### config.mk
export PLATFORM = sky130hd
export DESIGN_NAME = data_ctrl_flat
export DESIGN_NICKNAME = d
export VERILOG_FILES = /design/src/rtl/data_ctrl_pkg.sv /design/src/rtl/data_ctrl_if.sv /design/src/rtl/data_ctrl.sv /design/src/flat_wrapper.sv
export SDC_FILE = /design/constraint.sdc
export NUM_CORES = 1
export LEC_CHECK = 0
export BUFFER_PORTS_ARGS = -buffer_cell sky130_fd_sc_hd__buf_2
export CAP_MARGIN = 10
export CORE_UTILIZATION = 45
export DETAILED_ROUTE_END_ITERATION = 10
export HOLD_SLACK_MARGIN = 0.15
export PLACE_DENSITY = 0.68
export SLEW_MARGIN = 20
export SYNTH_ARGS = -nofsm -noshare
export SYNTH_HDL_FRONTEND = slang
export SYNTH_SLANG_ARGS = --single-unit
### constraint.sdc
create_clock -name clk_in -period 9.2 [get_ports clk_in]
set_input_delay 1.38 -clock clk_in [delete_from_list [all_inputs] [get_ports clk_in]]
set_output_delay 1.38 -clock clk_in [all_outputs]
set_load 0.05 [all_outputs]
### src/rtl/data_ctrl_pkg.sv
// data_ctrl_pkg
//   Shared constants for the data controller: bus widths, the byte-count
//   encodings used on the store/load width inputs, and small helpers for
//   width normalisation and load-result extension.
package data_ctrl_pkg;

  localparam int AddressWidth = 32;
  localparam int IDWidth      = 32;

  // The width codes are one-hot byte counts, so a legal code doubles as
  // the number of bytes to transfer.
  localparam logic [2:0] WIDTH_BYTE = 3'b001;
  localparam logic [2:0] WIDTH_HALF = 3'b010;
  localparam logic [2:0] WIDTH_WORD = 3'b100;

  // Anything that is not a byte or half-word access is handled as a word.
  function automatic logic [2:0] norm_width(input logic [2:0] width);
    logic [2:0] result;
    case (width)
      WIDTH_BYTE: result = WIDTH_BYTE;
      WIDTH_HALF: result = WIDTH_HALF;
      default:    result = WIDTH_WORD;
    endcase
    return result;
  endfunction

  // Sign- or zero-extend the low 'width' bytes of an assembled load.
  function automatic logic [IDWidth-1:0] extend_load(input logic [IDWidth-1:0] raw,
                                                     input logic [2:0]         width,
                                                     input logic               sgn);
    logic [IDWidth-1:0] result;
    case (width)
      WIDTH_BYTE: result = {{(IDWidth-8){sgn & raw[7]}}, raw[7:0]};
      WIDTH_HALF: result = {{(IDWidth-16){sgn & raw[15]}}, raw[15:0]};
      default:    result = raw;
    endcase
    return result;
  endfunction

endpackage

### src/rtl/data_ctrl_if.sv
// data_ctrl_if
//   Byte-wide RAM bus between the data controller and the memory.
//   mem_din_in   : read byte from RAM, valid one cycle after the address
//   mem_dout_out : write byte to RAM
//   mem_a_out    : byte address
//   mem_wr_out   : 1 = write, 0 = read
//   master = controller side, slave = memory side.
interface data_ctrl_if;
  import data_ctrl_pkg::*;

  logic [7:0]              mem_din_in;
  logic [7:0]              mem_dout_out;
  logic [AddressWidth-1:0] mem_a_out;
  logic                    mem_wr_out;

  modport master (
    input  mem_din_in,
    output mem_dout_out,
    output mem_a_out,
    output mem_wr_out
  );

  modport slave (
    output mem_din_in,
    input  mem_dout_out,
    input  mem_a_out,
    input  mem_wr_out
  );

endinterface

### src/rtl/data_ctrl.sv
// data_ctrl
//   Serialises committed stores (from the ROB) and loads (from the load
//   buffer) onto a byte-wide RAM bus. Stores have priority over loads.
//   Ports:
//     clk_in, rst_in (async, active-high), rdy_in (global enable)
//     rob_rst_in                 : flush pulse, aborts an in-flight load only
//     rob_datactrl_*_in          : store request (en level, addr, width, data)
//     datactrl_rob_en_out        : store-complete pulse
//     lbuffer_datactrl_*_in      : load request (en level, addr, width, signed)
//     datactrl_lbuffer_en_out    : load-complete pulse
//     datactrl_lbuffer_data_out  : extended load result, valid with the pulse
//     mem                        : RAM byte bus (master side)
module data_ctrl
  import data_ctrl_pkg::*;
(
  input  logic                    clk_in,
  input  logic                    rst_in,
  input  logic                    rdy_in,
  input  logic                    rob_rst_in,
  input  logic                    rob_datactrl_en_in,
  input  logic [AddressWidth-1:0] rob_datactrl_addr_in,
  input  logic [2:0]              rob_datactrl_width_in,
  input  logic [IDWidth-1:0]      rob_datactrl_data_in,
  output logic                    datactrl_rob_en_out,
  input  logic                    lbuffer_datactrl_en_in,
  input  logic [AddressWidth-1:0] lbuffer_datactrl_addr_in,
  input  logic [2:0]              lbuffer_datactrl_width_in,
  input  logic                    lbuffer_datactrl_signed_in,
  output logic                    datactrl_lbuffer_en_out,
  output logic [IDWidth-1:0]      datactrl_lbuffer_data_out,
  data_ctrl_if.master             mem
);

  typedef enum logic [1:0] {
    ST_IDLE  = 2'd0,
    ST_STORE = 2'd1,
    ST_LOAD  = 2'd2
  } state_t;

  state_t                  state_reg;
  logic [2:0]              cnt_reg;      // STORE: byte being driven; LOAD: bytes captured
  logic [2:0]              width_reg;    // normalised byte count (1, 2 or 4)
  logic                    signed_reg;
  logic [AddressWidth-1:0] addr_reg;
  logic [IDWidth-1:0]      data_reg;
  logic [IDWidth-1:0]      load_buf_reg;
  logic [AddressWidth-1:0] mem_a_reg;
  logic [7:0]              mem_dout_reg;
  logic                    mem_wr_reg;
  logic                    rob_done_reg;
  logic                    lb_done_reg;
  logic [IDWidth-1:0]      lb_data_reg;

  logic [2:0]              cnt_inc;
  logic                    last_byte;
  logic [IDWidth-1:0]      load_buf_next;
  logic [IDWidth-1:0]      load_ext;

  assign cnt_inc   = cnt_reg + 3'd1;
  assign last_byte = (cnt_inc == width_reg);

  // Load assembly: the byte arriving this cycle lands in lane cnt_reg, all
  // other lanes keep what was captured earlier. This lets the final edge
  // extend the complete value without an extra cycle.
  generate
    for (genvar gi = 0; gi < IDWidth/8; gi++) begin : g_load_lane
      assign load_buf_next[8*gi +: 8] = (cnt_reg[1:0] == 2'(gi)) ? mem.mem_din_in
                                                                  : load_buf_reg[8*gi +: 8];
    end
  endgenerate

  always_comb begin
    load_ext = extend_load(load_buf_next, width_reg, signed_reg);
  end

  always_ff @(posedge clk_in or posedge rst_in) begin
    if (rst_in) begin
      state_reg    <= ST_IDLE;
      cnt_reg      <= '0;
      width_reg    <= WIDTH_WORD;
      signed_reg   <= 1'b0;
      addr_reg     <= '0;
      data_reg     <= '0;
      load_buf_reg <= '0;
      mem_a_reg    <= '0;
      mem_dout_reg <= '0;
      mem_wr_reg   <= 1'b0;
      rob_done_reg <= 1'b0;
      lb_done_reg  <= 1'b0;
      lb_data_reg  <= '0;
    end else if (rdy_in) begin
      rob_done_reg <= 1'b0;
      lb_done_reg  <= 1'b0;
      case (state_reg)
        ST_IDLE: begin
          mem_wr_reg <= 1'b0;
          mem_a_reg  <= '0;
          // A requester still sees its own done pulse this cycle and has
          // not yet dropped the request, so the matching pulse masks it.
          // The store is already committed and therefore ignores flushes.
          if (rob_datactrl_en_in && !rob_done_reg) begin
            addr_reg     <= rob_datactrl_addr_in;
            data_reg     <= rob_datactrl_data_in;
            width_reg    <= norm_width(rob_datactrl_width_in);
            mem_a_reg    <= rob_datactrl_addr_in;
            mem_dout_reg <= rob_datactrl_data_in[7:0];
            mem_wr_reg   <= 1'b1;
            cnt_reg      <= '0;
            state_reg    <= ST_STORE;
          end else if (lbuffer_datactrl_en_in && !lb_done_reg && !rob_rst_in) begin
            addr_reg     <= lbuffer_datactrl_addr_in;
            width_reg    <= norm_width(lbuffer_datactrl_width_in);
            signed_reg   <= lbuffer_datactrl_signed_in;
            load_buf_reg <= '0;
            mem_a_reg    <= lbuffer_datactrl_addr_in;
            mem_wr_reg   <= 1'b0;
            cnt_reg      <= '0;
            state_reg    <= ST_LOAD;
          end
        end

        ST_STORE: begin
          if (!last_byte) begin
            cnt_reg      <= cnt_inc;
            mem_a_reg    <= addr_reg + AddressWidth'(cnt_inc);
            mem_dout_reg <= data_reg[{cnt_inc[1:0], 3'b000} +: 8];
            mem_wr_reg   <= 1'b1;
          end else begin
            cnt_reg      <= '0;
            mem_a_reg    <= '0;
            mem_wr_reg   <= 1'b0;
            rob_done_reg <= 1'b1;
            state_reg    <= ST_IDLE;
          end
        end

        ST_LOAD: begin
          if (rob_rst_in) begin
            // Speculative load squashed: drop it silently.
            cnt_reg   <= '0;
            mem_a_reg <= '0;
            state_reg <= ST_IDLE;
          end else begin
            load_buf_reg <= load_buf_next;
            if (last_byte) begin
              lb_data_reg <= load_ext;
              lb_done_reg <= 1'b1;
              cnt_reg     <= '0;
              mem_a_reg   <= '0;
              state_reg   <= ST_IDLE;
            end else begin
              cnt_reg   <= cnt_inc;
              mem_a_reg <= addr_reg + AddressWidth'(cnt_inc);
            end
          end
        end

        default: begin
          state_reg  <= ST_IDLE;
          mem_wr_reg <= 1'b0;
          mem_a_reg  <= '0;
        end
      endcase
    end
  end

  assign mem.mem_a_out             = mem_a_reg;
  assign mem.mem_dout_out          = mem_dout_reg;
  assign mem.mem_wr_out            = mem_wr_reg;
  assign datactrl_rob_en_out       = rob_done_reg;
  assign datactrl_lbuffer_en_out   = lb_done_reg;
  assign datactrl_lbuffer_data_out = lb_data_reg;

endmodule
### src/flat_wrapper.sv
// flat-port wrapper written by rule: the top's interface ports become plain ports
module data_ctrl_flat import data_ctrl_pkg::*;
  (clk_in, rst_in, rdy_in, rob_rst_in, rob_datactrl_en_in, rob_datactrl_addr_in, rob_datactrl_width_in, rob_datactrl_data_in, datactrl_rob_en_out, lbuffer_datactrl_en_in, lbuffer_datactrl_addr_in, lbuffer_datactrl_width_in, lbuffer_datactrl_signed_in, datactrl_lbuffer_en_out, datactrl_lbuffer_data_out, mem_mem_din_in, mem_mem_dout_out, mem_mem_a_out, mem_mem_wr_out);
  data_ctrl_if mem_i ();
  input  logic clk_in;
  input  logic rst_in;
  input  logic rdy_in;
  input  logic rob_rst_in;
  input  logic rob_datactrl_en_in;
  input  logic [AddressWidth-1:0] rob_datactrl_addr_in;
  input  logic [2:0] rob_datactrl_width_in;
  input  logic [IDWidth-1:0] rob_datactrl_data_in;
  output logic datactrl_rob_en_out;
  input  logic lbuffer_datactrl_en_in;
  input  logic [AddressWidth-1:0] lbuffer_datactrl_addr_in;
  input  logic [2:0] lbuffer_datactrl_width_in;
  input  logic lbuffer_datactrl_signed_in;
  output logic datactrl_lbuffer_en_out;
  output logic [IDWidth-1:0] datactrl_lbuffer_data_out;
  input wire logic [$bits(mem_i.mem_din_in)-1:0] mem_mem_din_in;
  output wire logic [$bits(mem_i.mem_dout_out)-1:0] mem_mem_dout_out;
  output wire logic [$bits(mem_i.mem_a_out)-1:0] mem_mem_a_out;
  output wire logic [$bits(mem_i.mem_wr_out)-1:0] mem_mem_wr_out;
  assign mem_i.mem_din_in = mem_mem_din_in;
  assign mem_mem_dout_out = mem_i.mem_dout_out;
  assign mem_mem_a_out = mem_i.mem_a_out;
  assign mem_mem_wr_out = mem_i.mem_wr_out;
  data_ctrl u_core (.clk_in(clk_in), .rst_in(rst_in), .rdy_in(rdy_in), .rob_rst_in(rob_rst_in), .rob_datactrl_en_in(rob_datactrl_en_in), .rob_datactrl_addr_in(rob_datactrl_addr_in), .rob_datactrl_width_in(rob_datactrl_width_in), .rob_datactrl_data_in(rob_datactrl_data_in), .datactrl_rob_en_out(datactrl_rob_en_out), .lbuffer_datactrl_en_in(lbuffer_datactrl_en_in), .lbuffer_datactrl_addr_in(lbuffer_datactrl_addr_in), .lbuffer_datactrl_width_in(lbuffer_datactrl_width_in), .lbuffer_datactrl_signed_in(lbuffer_datactrl_signed_in), .datactrl_lbuffer_en_out(datactrl_lbuffer_en_out), .datactrl_lbuffer_data_out(datactrl_lbuffer_data_out), .mem(mem_i));
endmodule
### Word-level counts from Yosys, hierarchy flattened

Cells that the tools add are included.

* logic and storage cells: 100
* flip-flop bits (word level): 180
* memories kept: 0
* latch bits: 0
* input port bits: 117
* output and inout port bits: 75
* RAM bits: 0
* ROM bits: 0

* reductions and logical operators: 21
* equality and inequality tests: 18
* add/subtract/negate cells: 2
* shift operators: 1
* div/mod/pow operators: 0
* bitwise operators: 5
* muxes and demuxes: 40
* $mul: 0
* magnitude comparators: 0

Operators with widths (number)
* $mux W32: 9
* $pmux W32 S2: 2
* $pmux W32 S3: 1
* $mux W8: 6
* $add A32 B3 Y32: 1
* $shiftx A32 B6 Y8: 1
* $mux W3: 6
* $pmux W8 S2: 1
* $pmux W3 S2: 2
* $reduce_and A4 Y1: 3
* $eq A3 B1 Y1 const B: 3
* $eq A3 B2 Y1 const B: 3
* $pmux W3 S3: 1
* $reduce_and A3 Y1: 3
* $mux W2: 4
* $eq A2 B2 Y1 const B: 3
* $mux W1: 6
* $ne A2 B2 Y1 const B: 3
* $pmux W2 S3: 1
* $reduce_bool A2 Y1: 3
* $reduce_and A5 Y1: 1
* $eq A2 B1 Y1 const B: 2
* $logic_not A2 Y1: 2
* $ne A2 B1 Y1 const B: 2
* other kinds (10): 18

### Longest topological paths before layout

* depth in word-level cells: 6
* gate-level depth with buffers: 11
* gate-level depth less buffers: 8

### Least setup slack after synthesis

No wires, ideal clock.

* kind: input -> register
* start: input rob_datactrl_en_in
* end: register u_core.data_reg[10]
* data required time: 9.075 ns
* arrival time: 2.634 ns
* stages: 5
* path slack: 6.441 ns
* cell sequence: nor2b_1 -> clkbuf_1 -> nand3_1 -> clkbuf_1 -> mux2_2

* word-level cells in the longest chain between the ends: 2

RTL lines
* start, declared: line flat_wrapper.sv:9 `input logic rob_datactrl_en_in;`
* $logic_and A1 B1 Y1: line data_ctrl.sv:101 `if (rob_datactrl_en_in && !rob_done_reg) begin`
* $reduce_and A3 Y1 (no source line)
* end signal, assigned: line data_ctrl.sv:103 `data_reg <= rob_datactrl_data_in;`
* end, declared: line data_ctrl.sv:45 `logic [IDWidth-1:0] data_reg;`

No other way between the ends.
A chain may end at the register's enable or synchronous reset.

### Worst setup path in the final report

* start: register u_core.cnt_reg[0]
* end: register u_core.mem_a_reg[21], in the netlist u_core.mem.mem_a_out[21]

* word-level cells in the longest chain between the ends: 5
* elaborated cells between the ends (all ways): 6
* classes of those cells: add/sub: 2; eq/ne: 1; mux: 3

RTL lines
* start, declared: line data_ctrl.sv:41 `logic [2:0] cnt_reg;`
* start signal, assigned: line data_ctrl.sv:124 `cnt_reg <= cnt_inc;`
* start signal, assigned: line data_ctrl.sv:152 `cnt_reg <= cnt_inc;`
* $add A3 B1 Y3 (*): line data_ctrl.sv:59 `assign cnt_inc = cnt_reg + 3'd1;`
* $add A32 B3 Y32 or $eq A3 B3 Y1 (tied branches): line data_ctrl.sv:125, data_ctrl.sv:153, data_ctrl.sv:60
* $mux W32 (*): line data_ctrl.sv:123, data_ctrl.sv:145
* $mux W32: line data_ctrl.sv:138 `if (rob_rst_in) begin`
* $pmux W32 S3 (*): line data_ctrl.sv:94 `case (state_reg)`
* end signal, assigned: line data_ctrl.sv:105 `mem_a_reg <= rob_datactrl_addr_in;`
* end signal, assigned: line data_ctrl.sv:125 `mem_a_reg <= addr_reg + AddressWidth'(cnt_inc);`
* end signal, assigned: line data_ctrl.sv:153 `mem_a_reg <= addr_reg + AddressWidth'(cnt_inc);`
* end, declared: line data_ctrl.sv:47 `logic [AddressWidth-1:0] mem_a_reg;`

Every way passes the cells marked *; elsewhere a longest branch is shown, timed or not.

==> run_results.csv <==
group,metric,value,unit
setup_path,path_cells,"ha_1 -> xor2_2 -> ha_1 -> o211ai_1 -> nor3b_1 -> nand3_1 -> xnor2_1 -> o221ai_1",
pwr,total_leakage_power,4.94,nW
timing,whs,0.478,ns
floorplan,core_region_area,0.0198,mm2
yosys,yosysTopAreaCellShare,48.6,%
timing,maxSlewViolCount,0,
yosys,synth-seq-cells,180,
grt,grt_pass1_wl,39300,um
floorplan,dieArea,0.0211,mm2
setup_path,slowest_stage,"dfrtp_1",
final_layout,antenna_cells,0,
timing,fin_crit_sh,40.1,%
setup_path,worst_setup_path_start_kind,"register",
place,preCtsSetupSlack,5.50,ns
grt,grt_overflow_total,0,
routing,ant_nets,0,
worst_hold_path,hold_class,"register to register",
status,status,"finished clean",
yosys,postSynthAreaPerCell,10.3,um2
yosys,synth_xor_area_share,3.56,%
timing,tns,0,ns
final_layout,fin_nets,1182,
yosys,synthCells,891,
routing,avgRoutedWirePerCell,18.2,um
pwr,power_density,361,mW/mm2
final_layout,final_cell_mix,"buf_2 (191), dfrtp_1 (179), nand2_1 (135)",
run,max_cap_violations,0,
floorplan,die_y,145,um
routing,drc_errors,0,
grt,grt_pass1_vias,7413,
clock_network,clk_latency,0.43,ns
grt,antenna_found_initial,1,
setup_path,slowest_delay,0.77,ns
timing,worstMarginPinSlew,1.09,ns
final_layout,mostFrequentLayoutCell,"buf_2",
timing,rsz0062_at_grt,"no",
yosys,synthSimpleGateAreaFrac,12.9,%
clock_network,cts_setup_buffers,0,
yosys,synth_top_family_by_area,"compound AO/OA/AOI/OAI gates",
pwr,vdd_drop_max,0.188,mV
timing,setup_viol,0,
final_layout,syn_to_final_growth,19.3,%
setup_path,end_kind,"register",
timing,finalCriticalPeriod,3.69,ns
timing,relSlewSlack,26.8,%
clock_network,cts_made_buffers,17,
clock_network,path_clk_slew,0.07,ns
timing,hold_violations,0,
floorplan,row_count,51,
floorplan,die_x,145,um
clock_network,h-tree-depth,4,
yosys,synth_cell_types,58,
setup_path,crit_fanout,14,
clock_network,hold_buffers,0,
routing,dr.pass1.iters,5,
yosys,async_flop_share,100,%
setup_path,path_class,"register to register",
yosys,synth_compound_gate_area_share,18.5,%
clock_network,clockRootBuffer,"clkbuf_16",
yosys,netlist_top_cells_area,"dfrtp_1 (49%), mux2_2 (6.2%), nand2_1 (5.5%), a31oi_1 (2.8%), mux2i_1 (2.7%)",
yosys,syn-num-nets,1021,
yosys,yosys_most_used_dff,"dfrtp_1",
final_layout,nFillCells,1811,
place,gp_congestion,0.807,
yosys,synth_mux_area_share,10.9,%
yosys,synth_adder_area_share,1.85,%
clock_network,cts_buffer_depth,2,
setup_path,cp_common_cell,"ha_1",
final_layout,final_core_util,55.6,%
final_layout,layout-drive-gt1-share,28.5,%
yosys,synth-edff-count,0,
grt,grt_start_max_net_pins,73,
timing,finalWorstSetupSlack,5.51,ns
floorplan,start_util,46.6,%
yosys,ys_warn_count,0,
clock_network,cts_tree,"done",
clock_network,cts_resized,0,
timing,timing.fmax,271,MHz
place,port_buffers,191,
timing,skew,0.0103,ns
setup_path,cp.required,9.46,ns
grt,grt_usage,23.5,%
floorplan,io_pins,192,
routing,num_vias,7520,
routing,vias_per_cell,5.65,
yosys,synth_area_leader_cell,"dfrtp_1",
yosys,syn-cell-area,0.00922,mm2
routing,routed_wl,24200,um
place,dp_hpwl,16700,um
setup_path,critPathArrivalTime,3.95,ns
yosys,ys_seq_area_share,48.9,%
clock_network,cts_sinks,180,
routing,drt-initial-drc-count,489,
cells by family after synthesis:
logic type / Yosys count
AOI/OAI and AO/OA: 236
xor gates and xnor gates: 35
adders and majority gates: 13
buffers and inverters: 78
DFF: 180
muxes: 84
and+or+nand+nor: 265
worst max-delay path, delay by kind of cell (launching register included):
family / cells / cell delay, ns
simple gates: 2 / 0.92
compound gates: 2 / 0.31
xor+xnor: 2 / 0.41
flops: 1 / 0.77
fa+ha+maj: 2 / 1.12
final cells by class:
| cell class | count | area, um2 | share of cell area, % |
|---|---|---|---|
| tap | 265 | 332 | 3.02 |
| multi-input combinational | 633 | 4410 | 40.1 |
| sequential | 180 | 4510 | 41.0 |
| clock buffer | 20 | 467 | 4.25 |
| clock inverter | 12 | 165 | 1.50 |
| inverter | 18 | 72.6 | 0.660 |
| timing repair buffer | 202 | 1040 | 9.45 |
routing by layer:
layer,GRT usage (%),vias up,part of all wire (%)
met1,31.8,3688,45
met3,5.09,27,6.0
met5,0,-,0.054
li1,-,3568,-
met4,6.58,2,1.4
met2,37.9,235,48
cell usage after synthesis, types with 9 or more instances:
cell,instances
a2bb2oi_1,9
a31oi_1,41
o21a_1,24
nand2_1,135
o31ai_1,26
mux2_2,51
o21ai_0,24
o221ai_1,20
nand2b_1,13
dfrtp_1,179
a21boi_0,29
ha_1,12
o211ai_1,26
nor2_1,56
nand4_1,15
clkbuf_1,42
xor2_1,24
inv_1,17
xnor2_1,9
nand3_1,17
mux2i_1,25
buf_2,11
power by group:
group	leakage, nW	switching, mW	internal (mW)	total [mW]
sequential	2.27	0.258	1.12	1.38
combinational	2.37	1.20	0.610	1.81
clock	0.300	0.327	0.454	0.781
per-stage QoR:
step	cells	area (um2)	power (mW)
after CTS	1330	11000	3.99
after global placement	1298	10400	3.17
after detailed placement	1298	10400	3.20
after global routing	1330	11000	4.20
final	1330	11000	3.97
after floorplan	891	9220	2.73
path summary, 6_finish.rpt:
| kind | cells past startpoint | startpoint | endpoint | slack, ns |
|---|---|---|---|---|
| setup / recovery | 8 | u_core.cnt_reg[0]$_DFFE_PP0P_ | u_core.mem.mem_a_out[21]$_DFFE_PP0P_ | 5.51 |
| hold / removal | 2 | u_core.load_buf_reg[16]$_DFFE_PP0P_ | u_core.load_buf_reg[16]$_DFFE_PP0P_ | 0.48 |
| setup reg to reg | 8 | u_core.cnt_reg[0]$_DFFE_PP0P_ | u_core.mem.mem_a_out[21]$_DFFE_PP0P_ | 5.51 |
| hold reg to reg | 2 | u_core.load_buf_reg[16]$_DFFE_PP0P_ | u_core.load_buf_reg[16]$_DFFE_PP0P_ | 0.48 |
| max in group asynchronous | 3 | rst_in | u_core.data_reg[11]$_DFFE_PP0P_ | 6.93 |
| min in group asynchronous | 2 | rst_in | u_core.datactrl_lbuffer_data_out[16]$_DFFE_PP0P_ | 1.05 |
No activity file was read; power rests on OpenSTA's default activity.
